<file path="src/rtl/sync_fifo_ctrl.sv">
// Single-clock FIFO: storage array, wrap-bit pointers, registered status flags,
// sticky error flags and first-word-fall-through read data.
module sync_fifo_ctrl #(
  parameter int unsigned DATA_SIZE  = 8,
  parameter int unsigned ADDR_SIZE  = 4,
  parameter int unsigned AFULL_LVL  = 12,
  parameter int unsigned AEMPTY_LVL = 2
) (
  input  logic                 wclk,
  input  logic                 wrst,
  input  logic                 winc,
  input  logic [DATA_SIZE-1:0] wdata,
  input  logic                 rinc,
  output logic [DATA_SIZE-1:0] rdata,
  output logic                 wfull,
  output logic                 walmost_full,
  output logic                 rempty,
  output logic                 ralmost_empty,
  output logic [ADDR_SIZE:0]   count,
  output logic                 overflow,
  output logic                 underflow
);

  localparam int unsigned DEPTH = 1 << ADDR_SIZE;
  localparam int unsigned PW    = ADDR_SIZE + 1;
  localparam logic [PW-1:0] AFULL_C  = PW'(AFULL_LVL);
  localparam logic [PW-1:0] AEMPTY_C = PW'(AEMPTY_LVL);

  logic [DATA_SIZE-1:0] mem_q [DEPTH];

  logic [PW-1:0] wptr_q, wptr_d;
  logic [PW-1:0] rptr_q, rptr_d;
  logic [PW-1:0] count_q, count_d;
  logic          wfull_q, wfull_d;
  logic          rempty_q, rempty_d;
  logic          afull_q, afull_d;
  logic          aempty_q, aempty_d;
  logic          ovf_q, ovf_d;
  logic          unf_q, unf_d;
  logic          wr_ok, rd_ok;

  // Acceptance uses the registered flags; next flags come from next pointers/count.
  always_comb begin
    wr_ok    = winc & ~wfull_q;
    rd_ok    = rinc & ~rempty_q;
    wptr_d   = wptr_q;
    rptr_d   = rptr_q;
    if (wr_ok) wptr_d = wptr_q + PW'(1);
    if (rd_ok) rptr_d = rptr_q + PW'(1);
    count_d  = count_q + PW'(wr_ok) - PW'(rd_ok);
    wfull_d  = (wptr_d[ADDR_SIZE] != rptr_d[ADDR_SIZE]) &&
               (wptr_d[ADDR_SIZE-1:0] == rptr_d[ADDR_SIZE-1:0]);
    rempty_d = (wptr_d == rptr_d);
    afull_d  = (count_d >= AFULL_C);
    aempty_d = (count_d <= AEMPTY_C);
    ovf_d    = ovf_q | (winc & wfull_q);
    unf_d    = unf_q | (rinc & rempty_q);
  end

  always_ff @(posedge wclk) begin
    if (wrst) begin
      wptr_q   <= '0;
      rptr_q   <= '0;
      count_q  <= '0;
      wfull_q  <= 1'b0;
      rempty_q <= 1'b1;
      afull_q  <= 1'b0;
      aempty_q <= 1'b1;
      ovf_q    <= 1'b0;
      unf_q    <= 1'b0;
    end else begin
      wptr_q   <= wptr_d;
      rptr_q   <= rptr_d;
      count_q  <= count_d;
      wfull_q  <= wfull_d;
      rempty_q <= rempty_d;
      afull_q  <= afull_d;
      aempty_q <= aempty_d;
      ovf_q    <= ovf_d;
      unf_q    <= unf_d;
    end
  end

  // Storage is not reset; a write coinciding with reset is dropped.
  always_ff @(posedge wclk) begin
    if (wr_ok && !wrst) mem_q[wptr_q[ADDR_SIZE-1:0]] <= wdata;
  end

  assign rdata         = mem_q[rptr_q[ADDR_SIZE-1:0]];
  assign wfull         = wfull_q;
  assign walmost_full  = afull_q;
  assign rempty        = rempty_q;
  assign ralmost_empty = aempty_q;
  assign count         = count_q;
  assign overflow      = ovf_q;
  assign underflow     = unf_q;

endmodule
</file>
<file path="config.mk">
export PLATFORM = sky130hd
export DESIGN_NAME = sync_fifo_ctrl
export DESIGN_NICKNAME = d
export VERILOG_FILES = /design/src/rtl/sync_fifo_ctrl.sv
export SDC_FILE = /design/constraint.sdc
export NUM_CORES = 1
export LEC_CHECK = 0
export CAP_MARGIN = 20
export CORE_UTILIZATION = 59
export CTS_CLUSTER_SIZE = 14
export DETAILED_ROUTE_END_ITERATION = 16
export PLACE_DENSITY = 0.79
export SYNTH_ARGS = -nofsm -noshare
export SYNTH_HDL_FRONTEND = slang
export SYNTH_SLANG_ARGS = --single-unit
</file>
<file path="constraint.sdc">
create_clock -name wclk -period 3.1 [get_ports wclk]
set_input_delay 0.465 -clock wclk [delete_from_list [all_inputs] [get_ports wclk]]
set_output_delay 0.465 -clock wclk [all_outputs]
set_load 0.02 [all_outputs]
</file>
==> flow_metrics.py <==
metrics = {
    "critical_path": {
        "crit_family": "multiplexers",
        "path_buf_inv": 2,
        "cp.arrival_ns": 2.58,
        "path_depth": 4,
        "cp.required_ns": 2.63,
        "r2r_start": "rempty$_SDFF_PP1_",
        "r2r-end": "ralmost_empty$_SDFF_PP1_",
        "cp-startpoint": "rptr_q[0]$_SDFF_PP0_",
        "r2r_slack_ns": 0.88,
        "slowest_delay_ns": 0.61,
        "startpoint_type": "register",
        "reg2reg_depth": 11,
        "cp_cell_sequence": "buf_12, mux4_1, mux4_2, dlygate4sd2_1",
        "crit_type": "reg2out",
        "critPathMaxFanout": 16,
        "critPathSlowestCell": "mux4_1",
        "end_kind": "output pin",
        "crit_end": "rdata[4]",
    },
    "clocking": {
        "numCtsBuffers": 17,
        "cts.path.max_buffers": 2,
        "clk_pin_slew_worst_paths_ns": 0.06,
        "cts_tree": "yes",
        "cts_hold_buf": 0,
        "clock_latency_ns": 0.52,
        "clock-root-buffer": "clkbuf_8",
        "clock-sinks": 149,
        "cts_max_level": 4,
    },
    "global_route": {
        "grt_pass1_vias": 2981,
        "grt_pass1_wl_um": 16600,
        "antenna_found_initial": 1,
        "grt.total_usage_pct": 23.2,
        "grt_max_degree": 36,
        "grt.overflow.total": 0,
    },
    "pwr": {
        "power.density_nw_per_um2": 703,
        "ir_worst_vdd_mv": 0.552,
        "finalPower_mw": 4.97,
        "p_leak_nw": 2.36,
    },
    "floorplan": {
        "dieWidth_um": 103,
        "dieHeight_um": 103,
        "die-area_um2": 10600,
        "num_rows": 36,
        "start_util_pct": 61.3,
        "ios": 31,
        "core-area_um2": 9820,
    },
    "timing": {
        "setup_viol": 0,
        "tns_ns": 0,
        "worst_pin_slew_ns": 0.756,
        "fin_skew_ns": 0.00736,
        "relSlewSlack_pct": 49.4,
        "period_needed_ns": 3.04,
        "fin_crit_sh_pct": 98.1,
        "slew_viol_final": 0,
        "timing.hold.ws_ns": 0.479,
        "rsz0062_at_grt": "false",
        "max_freq_mhz": 329,
        "hold_viol_final": 0,
    },
    "detailed_routing": {
        "top_layer": "met5",
        "drt_first_pass_iters": 6,
        "route.met3.wl_um": 732,
        "routed-via-count": 2933,
        "drt-vias-per-instance": 5.80,
        "wl_per_cell_um": 21.7,
        "wl_met1_um": 4540,
        "remaining_drc_errors": 0,
        "drt_iter0_markers": 259,
        "wl_met2_um": 5520,
        "wl_um": 11000,
        "drtAntennaViolNets": 0,
    },
    "synth": {
        "synth_nets": 330,
        "synthArstFlopShare_pct": 0,
        "synthesis.area_um2": 6020,
        "synth_edf_count": 128,
        "yosysWarnings": 0,
        "synth-seq-cells": 149,
        "yosysTopAreaCell": "edfxtp_1",
        "syn_inst": 307,
        "ys_top_cells_by_count": "edfxtp_1, nor2_1, dfxtp_1, mux4_2, mux4_1",
        "synth_cell_types": 31,
        "syn_area_per_cell_um2": 19.6,
        "synthFlopType": "edfxtp_1",
        "synthTopCellsByArea": "edfxtp_1, mux4_1, mux4_2",
        "synth.most_common_cell": "edfxtp_1",
        "synth_top_cell_area_share_pct": 63.9,
        "ys_seq_area_share_pct": 70.9,
    },
    "hold_path": {
        "hp-class": "reg2reg",
    },
    "finish": {
        "drive_above_1_share_pct": 20.6,
        "fillCellCount": 615,
        "area_growth_pct": 17.4,
        "fin_cells": 506,
        "fin_nets": 384,
        "n_antenna_cell": 0,
    },
    "run": {
        "cap_violations": 0,
    },
    "place": {
        "place.port_buffers": 30,
        "place_congestion": 0.718,
        "dp_cells": 475,
        "dp_hpwl_um": 6820,
    },
    "outcome": {
        "status": "complete, no violations",
    },
}
## flip-flops by register name, indices dropped and copies added, names as in the netlist, 5 cells and up
signal  count
rptr_q      5
mem_q     128
count       5
wptr_q      5
## metal layers
layer,vias up,track usage [%]
li1,1326,-
met1,1462,30.9
met2,123,35.5
met3,20,7.12
met4,2,10.5
met5,-,0
## tightest hold or removal path, delay by kind of cell (launching register included)
kind / cells / cell delay (ns)
compound gates: 1 / 0.05
flops: 1 / 0.33
simple gates: 1 / 0.07
## area by class of cell
| cell class | instances | area (um2) | share of cell area (%) |
|---|---|---|---|
| Timing Repair Buffer | 49 | 467 | 6.61 |
| Inverter | 13 | 48.8 | 0.691 |
| Tap cell | 133 | 166 | 2.36 |
| Sequential cell | 149 | 4270 | 60.4 |
| Clock inverter | 11 | 128 | 1.81 |
| Multi-Input combinational cell | 131 | 1560 | 22.1 |
| Clock buffer | 20 | 425 | 6.02 |
## timing repair
action | in CTS | in global routing
resized for setup | 9 | 8
buffers inserted | 0 | 0
endpoints found under the setup margin | 8 | 5
## kinds of logic after synthesis
family / share of synthesized area [%]
xor+xnor: 2.47
fa+ha+maj: 2.41
mux: 16.5
buf+inv: 2.85
simple gates: 3.87
flops: 70.9
compound gates: 1.04
## layout by cell type, fill, tap and decap left out, types with 2 or more instances in the layout
| master | netlist | final |
|---|---|---|
| edfxtp_1 | 128 | 128 |
| xnor2_1 | 9 | 9 |
| nand3_1 | 2 | 2 |
| buf_4 | 2 | 16 |
| clkinv_2 | 0 | 2 |
| dfxtp_1 | 21 | 20 |
| nand2_1 | 5 | 5 |
| buf_12 | 1 | 3 |
| mux2i_1 | 2 | 2 |
| inv_1 | 13 | 13 |
| clkbuf_16 | 0 | 16 |
| dlygate4sd2_1 | 0 | 7 |
| mux4_1 | 19 | 13 |
| clkinv_4 | 0 | 2 |
| inv_6 | 0 | 2 |
| mux4_2 | 21 | 27 |
| xor2_1 | 8 | 8 |
| bufinv_16 | 0 | 2 |
| ha_1 | 10 | 10 |
| a21oi_1 | 5 | 5 |
| clkdlybuf4s50_1 | 0 | 22 |
| clkbuf_1 | 2 | 3 |
| nor2_1 | 31 | 31 |
| clkinvlp_4 | 0 | 3 |
| a21o_1 | 2 | 2 |
| nand4_1 | 4 | 4 |
| nor2b_1 | 3 | 3 |
| nand3b_1 | 3 | 3 |
## how the worst min path moves through the flow
stage	startpoint	end	slack (ns)	depth (start not counted)
finish	overflow$_SDFF_PP0_	overflow$_SDFF_PP0_	0.48	2
global route	overflow$_SDFF_PP0_	overflow$_SDFF_PP0_	0.52	2
CTS	overflow$_SDFF_PP0_	overflow$_SDFF_PP0_	0.47	2
detailed placement	overflow$_SDFF_PP0_	overflow$_SDFF_PP0_	0.47	2
global placement	underflow$_SDFF_PP0_	underflow$_SDFF_PP0_	0.45	2
floorplan	rptr_q[4]$_SDFF_PP0_	rptr_q[4]$_SDFF_PP0_	0.49	2
## stage by stage
step                      cell area (um2)  worst slack [ns]  util [%]
after floorplan                      6020             0.721         -
after global placement               6540             0.277      66.6
after detailed placement             6540             0.215      66.6
after CTS                            7090           0.00811      72.2
after global routing                 7060           0.00904      71.9
final                                7060            0.0583      71.9
## power breakdown
group / internal [mW] / switching, mW / leakage, nW
Sequential: 2.24 / 0.0420 / 1.33
Combinational: 0.378 / 0.390 / 0.772
Clock: 1.14 / 0.771 / 0.262
(Power assumes the default switching activity.)
